$ cat config.mk
export PLATFORM = sky130hd
export DESIGN_NAME = reg_access_ctrl
export DESIGN_NICKNAME = d
export VERILOG_FILES = /design/src/rtl/reg_access_ctrl.sv
export SDC_FILE = /design/constraint.sdc
export NUM_CORES = 1
export LEC_CHECK = 0
export BUFFER_PORTS_ARGS = -buffer_cell sky130_fd_sc_hd__buf_2
export CAP_MARGIN = 40
export CORE_MARGIN = 2
export CORE_UTILIZATION = 42
export CTS_CLUSTER_DIAMETER = 30
export DETAILED_ROUTE_END_ITERATION = 6
export PLACE_DENSITY = 0.84
export SETUP_SLACK_MARGIN = 0.3
export SYNTH_ARGS = -nofsm -noshare
export SYNTH_HDL_FRONTEND = slang
export SYNTH_SLANG_ARGS = --single-unit
export TNS_END_PERCENT = 1
$ cat constraint.sdc
create_clock -name CLK -period 1.49 [get_ports CLK]
set_clock_uncertainty 0.05 [all_clocks]
set_input_delay 0.2235 -clock CLK [delete_from_list [all_inputs] [get_ports CLK]]
set_output_delay 0.2235 -clock CLK [all_outputs]
set_load 0.02 [all_outputs]
$ cat src/rtl/reg_access_ctrl.sv
// Command/response front-end for a register file: one transaction at a time, all outputs registered.
// Write: strobe N+1, response N+2. Read: strobe N+1, capture N+2, response N+3. Response held until RspReady.
module reg_access_ctrl #(
  parameter int WIDTH = 16,
  parameter int DEPTH = 8,
  parameter int ADDR  = 4
) (
  input  logic             CLK,
  input  logic             RST,
  input  logic             CmdValid,
  output logic             CmdReady,
  input  logic             CmdWrite,
  input  logic [ADDR-1:0]  CmdAddr,
  input  logic [WIDTH-1:0] CmdData,
  output logic             RspValid,
  input  logic             RspReady,
  output logic [WIDTH-1:0] RspData,
  output logic             RspErr,
  output logic [7:0]       ErrCnt,
  output logic [ADDR-1:0]  RfAddress,
  output logic             RfWrEn,
  output logic             RfRdEn,
  output logic [WIDTH-1:0] RfWrData,
  input  logic [WIDTH-1:0] RfRdData
);

  typedef enum logic [1:0] {
    IDLE    = 2'd0,
    ISSUE   = 2'd1,
    CAPTURE = 2'd2,
    RESP    = 2'd3
  } state_t;

  // One extra bit so DEPTH == 2**ADDR still compares correctly.
  localparam logic [ADDR:0] DEPTH_EXT = (ADDR+1)'(DEPTH);

  state_t           state_q, state_d;
  logic             cmd_ready_q, cmd_ready_d;
  logic             cmd_write_q, cmd_write_d;
  logic             cmd_err_q, cmd_err_d;
  logic             rsp_valid_q, rsp_valid_d;
  logic             rsp_err_q, rsp_err_d;
  logic [WIDTH-1:0] rsp_data_q, rsp_data_d;
  logic [7:0]       err_cnt_q, err_cnt_d;
  logic [ADDR-1:0]  rf_addr_q, rf_addr_d;
  logic             rf_wr_en_q, rf_wr_en_d;
  logic             rf_rd_en_q, rf_rd_en_d;
  logic [WIDTH-1:0] rf_wr_data_q, rf_wr_data_d;
  logic             addr_oor;

  assign addr_oor = ({1'b0, CmdAddr} >= DEPTH_EXT);

  always_ff @(posedge CLK) begin
    if (RST) begin
      state_q <= IDLE;
    end else begin
      state_q <= state_d;
    end
  end

  always_comb begin
    state_d      = state_q;
    cmd_ready_d  = cmd_ready_q;
    cmd_write_d  = cmd_write_q;
    cmd_err_d    = cmd_err_q;
    rsp_valid_d  = rsp_valid_q;
    rsp_err_d    = rsp_err_q;
    rsp_data_d   = rsp_data_q;
    err_cnt_d    = err_cnt_q;
    rf_addr_d    = rf_addr_q;
    rf_wr_data_d = rf_wr_data_q;
    rf_wr_en_d   = 1'b0;
    rf_rd_en_d   = 1'b0;

    case (state_q)
      IDLE: begin
        // Strobes are decided at accept so they appear registered in the ISSUE cycle.
        if (CmdValid && cmd_ready_q) begin
          state_d      = ISSUE;
          cmd_ready_d  = 1'b0;
          cmd_write_d  = CmdWrite;
          cmd_err_d    = addr_oor;
          rf_addr_d    = CmdAddr;
          rf_wr_data_d = CmdData;
          rf_wr_en_d   = CmdWrite && !addr_oor;
          rf_rd_en_d   = !CmdWrite && !addr_oor;
        end
      end
      ISSUE: begin
        if (cmd_err_q) begin
          state_d     = RESP;
          rsp_valid_d = 1'b1;
          rsp_err_d   = 1'b1;
          rsp_data_d  = '0;
          if (err_cnt_q != 8'hFF) begin
            err_cnt_d = err_cnt_q + 8'd1;
          end
        end else if (cmd_write_q) begin
          state_d     = RESP;
          rsp_valid_d = 1'b1;
          rsp_err_d   = 1'b0;
          rsp_data_d  = '0;
        end else begin
          state_d = CAPTURE;
        end
      end
      CAPTURE: begin
        state_d     = RESP;
        rsp_valid_d = 1'b1;
        rsp_err_d   = 1'b0;
        rsp_data_d  = RfRdData;
      end
      RESP: begin
        if (RspReady) begin
          state_d     = IDLE;
          rsp_valid_d = 1'b0;
          cmd_ready_d = 1'b1;
        end
      end
      default: begin
        state_d     = IDLE;
        cmd_ready_d = 1'b1;
        rsp_valid_d = 1'b0;
      end
    endcase
  end

  always_ff @(posedge CLK) begin
    if (RST) begin
      cmd_ready_q  <= 1'b1;
      cmd_write_q  <= 1'b0;
      cmd_err_q    <= 1'b0;
      rsp_valid_q  <= 1'b0;
      rsp_err_q    <= 1'b0;
      rsp_data_q   <= '0;
      err_cnt_q    <= '0;
      rf_addr_q    <= '0;
      rf_wr_en_q   <= 1'b0;
      rf_rd_en_q   <= 1'b0;
      rf_wr_data_q <= '0;
    end else begin
      cmd_ready_q  <= cmd_ready_d;
      cmd_write_q  <= cmd_write_d;
      cmd_err_q    <= cmd_err_d;
      rsp_valid_q  <= rsp_valid_d;
      rsp_err_q    <= rsp_err_d;
      rsp_data_q   <= rsp_data_d;
      err_cnt_q    <= err_cnt_d;
      rf_addr_q    <= rf_addr_d;
      rf_wr_en_q   <= rf_wr_en_d;
      rf_rd_en_q   <= rf_rd_en_d;
      rf_wr_data_q <= rf_wr_data_d;
    end
  end

  assign CmdReady  = cmd_ready_q;
  assign RspValid  = rsp_valid_q;
  assign RspErr    = rsp_err_q;
  assign RspData   = rsp_data_q;
  assign ErrCnt    = err_cnt_q;
  assign RfAddress = rf_addr_q;
  assign RfWrEn    = rf_wr_en_q;
  assign RfRdEn    = rf_rd_en_q;
  assign RfWrData  = rf_wr_data_q;

endmodule

-- After elaboration in Yosys (flattened, before gate mapping)
Cells that the tools add are included.
- register bits after elaboration: 53
- output and inout bits: 49
- word-level logic and storage cells: 57
- equal/unequal tests: 7
- add/sub/neg operators: 1
- order comparisons: 1
- mux-type cells: 18
- reduce and logical (&&, ||, !) cells: 16
- bitwise gates (word level): 2
- operators with widths (kind ; count):
    $mux W16 ; 2
    $pmux W16 S2 ; 1
    $mux W1 ; 9
    $reduce_and A3 Y1 ; 3
    $add A8 B1 Y8 const B ; 1
    $ne A8 B8 Y1 const B ; 1
    $pmux W2 S4 ; 1
    $reduce_and A2 Y1 ; 3
    $eq A2 B2 Y1 const B ; 2
    $ge A4 B4 Y1 const B ; 1
    $mux W2 ; 2
    $ne A2 B2 Y1 const B ; 2
    $pmux W1 S2 ; 2
    $reduce_bool A2 Y1 ; 2
    $logic_and A1 B1 Y1 ; 3
    $ne A3 B3 Y1 const B ; 1
    $pmux W1 S3 ; 1
    $reduce_bool A3 Y1 ; 1
    $reduce_or A3 Y1 ; 1
    $eq A2 B1 Y1 const B ; 1
    $logic_not A1 Y1 ; 2
    $logic_not A2 Y1 ; 1
    $not A1 Y1 ; 2

-- Longest topological paths before layout
- depth in word-level cells: 3
- gate-level depth with buffers: 8

-- Worst setup path before layout
No wires, ideal clock.
- path type: register -> register
- start: register err_cnt_q[0] (netlist: ErrCnt[0])
- end: register err_cnt_q[5] (netlist: ErrCnt[5])
- slack: -0.261 ns
- clock period less this slack: 1.751 ns
- required time: 1.369 ns
- data arrival time: 1.631 ns
- cell stages (with the launch flop): 6
- path buffers: 0
- cell sequence: dfxtp_1 -> ha_1 -> and3_4 -> a21o_4 -> or4_1 -> a21oi_1
- longest elaborated chain between the ends: 2
- RTL lines (what ; RTL line ; RTL):
    start: declaration ; 44 ; logic [7:0] err_cnt_q, err_cnt_d;
    start signal: assignment ; 148 ; err_cnt_q <= err_cnt_d;
    branches (longest 2 deep; another with $add A8 B1 Y8) ; -- ;
Parallel ways; which one is timed is not known.
A chain may end at the register's enable or synchronous reset.

-- Final worst setup path
- start: register err_cnt_q[0] (netlist: ErrCnt[0])
- end: register err_cnt_q[7] (netlist: ErrCnt[7])
Same word-level chain as after synthesis.

==> metrics.yaml <==
critical_path:
  cp_data_arrival_time_ps: 1750
  critPathMaxFanout: 2
  r2r_slack_ps: -120
  critPathKind: "reg2reg"
  worst_ep_required_time_ps: 1630
  worst_r2r_endpoint: "ErrCnt[7]$_SDFFE_PP0P_"
  startpoint_type: "flop"
  r2r-start: "ErrCnt[0]$_SDFFE_PP0P_"
  cp-end-kind: "flop"
  reg2regPathDepth: 6
cells_and_area:
  multi_input_area_sq_um: 1050
  fin_cells: 430
  fillCellCount: 414
  finish.net_count: 410
  regArea_sq_um: 1070
  syn2layout_area_growth_pct: 46.9
  design_area_sq_um: 3130
  diodes: 0
  final_core_util_pct: 65.0
  drive_gt1_share_pct: 42.4
floorplan:
  io_pins: 90
  rows: 25
  core-area_sq_um: 4820
  start_util_pct: 44.2
  fp.dieW_um: 75.2
  dieArea_sq_um: 5660
  fp.dieH_um: 75.2
synthesis:
  synth_nets: 299
  netlist-cell-type-count: 36
  yosysSeqAreaShare_pct: 49.8
  synth-seq-cells: 53
  syn_area_sq_um: 2130
  synthDominantCellAreaShare_pct: 49.8
  yosys-top-cells-area: "dfxtp_1, nand2_1, a21oi_1"
  yosysWarnings: 0
  synth_area_per_cell_sq_um: 8.49
  synth_top_cell_by_area: "dfxtp_1"
  syn_inst: 251
global_routing:
  grt_pass1_wl_mm: 8.76
  gr-total-overflow: 0
  grt_max_degree: 22
  antenna_found_initial: 0
  grt_pass1_vias: 1961
  grtUsageTotal_pct: 20.1
timing:
  whs_ps: 53.2
  final_max_slew_viol_count: 0
  max_freq_mhz: 620
  maxSlewHeadroom_pct: 74.6
  final.min_clock_period_ps: 1610
  worst_slack_ps: -123
  setup_viol_count_final: 6
  fin_crit_sh_pct: 108
  rsz0062_at_grt: "yes"
  finalHoldViolCount: 0
  tightestPinTransition_ps: 381
run_status:
  violations: "setup timing"
  outcome: "complete, but fails checks"
clock_network:
  path_clk_slew_ps: 90
  tritoncts: "yes"
  clk_latency_ps: 300
  htreeDepth: 2
  cts.sinks: 53
  clockBufferDepth: 2
  numCtsBuffers: 5
  ctsHoldBuffers: 0
  clockRootBuffer: "clkbuf_8"
drt:
  wire_per_inst_um: 12.9
  drc: 0
  avgViaCountPerCell: 4.96
  drt_iter0_markers: 92
  ant_nets: 0
  drt_wl_total_mm: 5.53
  vias: 2132
  drt-pass1-iter-count: 4
pwr:
  ir_drop_mv: 0.838
  intPower_mw: 3.16
  leakage_nw: 1.38
  swShare_pct: 35.5
  power_frac_seq_pct: 36.6
  combPwrFrac_pct: 40.5
  power_frac_clock_pct: 22.9
  power.density_nw_per_um2: 1570
  switchingPower_mw: 1.74
placement:
  placed_cell_area_sq_um: 2870
  hpwl_mm: 4.00
  globalplace.congestion: 0.844
  io_buffers: 89
  place_inst: 420
worst_hold_path:
  whs_path_depth: 2
  hold_path.class: "in2reg"
  hp-start: "CmdWrite"
  holdPathEnd: "RfRdEn$_SDFF_PP0_"
run:
  cap_violations: 0
==> sequential cells by signal, summed over array words and instances, names as in the netlist <==
name / count
RfWrData: 16
RfAddress: 4
RfRdEn: 1
cmd_write_q: 1
RspData: 16
RfWrEn: 1
RspErr: 1
CmdReady: 1
RspValid: 1
state_q: 2
cmd_err_q: 1
ErrCnt: 8
==> per-stage QoR <==
step	worst slack (ps)	setup TNS, ps	total power [mW]
floorplan	-112	-799	2.95
global placement	-69.2	-115	3.65
detailed placement	-168	-589	3.71
CTS	-116	-433	4.90
global route	-187	-3520	5.25
finish	-123	-436	4.91
==> layout make-up <==
class                   count  area share (%)
multi-input cells         175            33.7
clock buffers               5            2.20
inverters                   7           0.880
clock inverters             3            2.08
repair buffers            120            24.2
well taps                  67            2.68
flip-flops and latches     53            34.3
==> layout by cell type, fill, tap and decap left out, types with 2 or more instances in the layout <==
cell,n
a21oi_1,44
a21oi_2,2
buf_12,3
buf_2,83
buf_4,27
buf_6,7
bufinv_16,2
clkbuf_8,5
clkinv_2,2
dfxtp_1,48
dfxtp_2,3
dfxtp_4,2
ha_1,4
ha_2,2
inv_1,6
mux2i_1,2
nand2_1,62
nand2_2,2
nand3_1,3
nor2_1,8
o211ai_1,16
o21ai_0,2
o31ai_1,2
xnor2_1,3
==> worst max path at each step <==
| stage | startpoint | to | slack [ps] | cells after the start |
|---|---|---|---|---|
| 3_3_place_gp | state_q[0]$_SDFFE_PP0P_ | ErrCnt[5]$_SDFFE_PP0P_ | -70 | 5 |
| 6_report | ErrCnt[0]$_SDFFE_PP0P_ | ErrCnt[7]$_SDFFE_PP0P_ | -120 | 6 |
| 2_1_floorplan | ErrCnt[1]$_SDFFE_PP0P_ | ErrCnt[5]$_SDFFE_PP0P_ | -110 | 5 |
| 3_5_place_dp | state_q[0]$_SDFFE_PP0P_ | ErrCnt[4]$_SDFFE_PP0P_ | -170 | 5 |
| 4_1_cts | ErrCnt[1]$_SDFFE_PP0P_ | ErrCnt[5]$_SDFFE_PP0P_ | -120 | 5 |
| 5_1_grt | state_q[1]$_SDFFE_PP0P_ | state_q[0]$_SDFFE_PP0P_ | -190 | 6 |
==> per-layer routing <==
| metal | routed length [um] | GRT usage (%) |
|---|---|---|
| met1 | 2280 | 23.1 |
| met2 | 2810 | 35.8 |
| met3 | 339 | 6.16 |
| met4 | 93 | 6.63 |
| met5 | 0 | 0 |
==> repair_timing <==
item                                    CTS  global route
endpoints found under the setup margin   59            60
resized for setup                        25             6
buffers inserted                          0             2
pin swaps                                 2             3
endpoints found under the hold margin     0             0
==> synth_stat cells (all sizes together) <==
cell,count
xnor2,3
o31ai,2
nor3,1
nand2,64
nor4b,2
a21o,1
o21a,1
and3,2
clkbuf,14
nor2b,1
nand2b,1
ha,7
a21bo,1
a2111oi,1
or4,2
o21ai,2
a32oi,1
a211oi,1
and4,1
buf,2
xor2,1
o211ai,16
o21bai,1
nor4,1
inv,6
nand3,3
or3,1
dfxtp,53
nor2,8
a221oi,1
a21oi,47
clkinv,1
mux2i,2
==> worst max-delay path, cell delays in order (launching register included) <==
cell,delay [ps]
dfxtp_4,360
ha_4,150
and3_4,180
buf_4,140
nor4b_2,360
xnor2_1,190
nor2_1,70
==> kinds of logic after synthesis <==
family / after synthesis / share of synthesized area (%)
adder cells (fa/ha/maj): 7 / 4.11
multiplexers: 2 / 0.940
AO/OA/AOI/OAI: 75 / 21.5
XOR/XNOR: 4 / 1.64
flip-flops: 53 / 49.8
buffers and inverters: 23 / 4.29
AND/OR/NAND/NOR: 87 / 17.7
==> power by group through the flow <==
stage	clock network [mW]	registers (mW)	logic, mW
4_1_cts	1.15	1.79	1.96
3_3_place_gp	0	1.81	1.84
3_5_place_dp	0	1.82	1.89
5_1_grt	1.21	1.83	2.21
2_1_floorplan	0	2.08	0.866
6_report	1.12	1.80	1.99
Power figures use the tool's default switching activity.
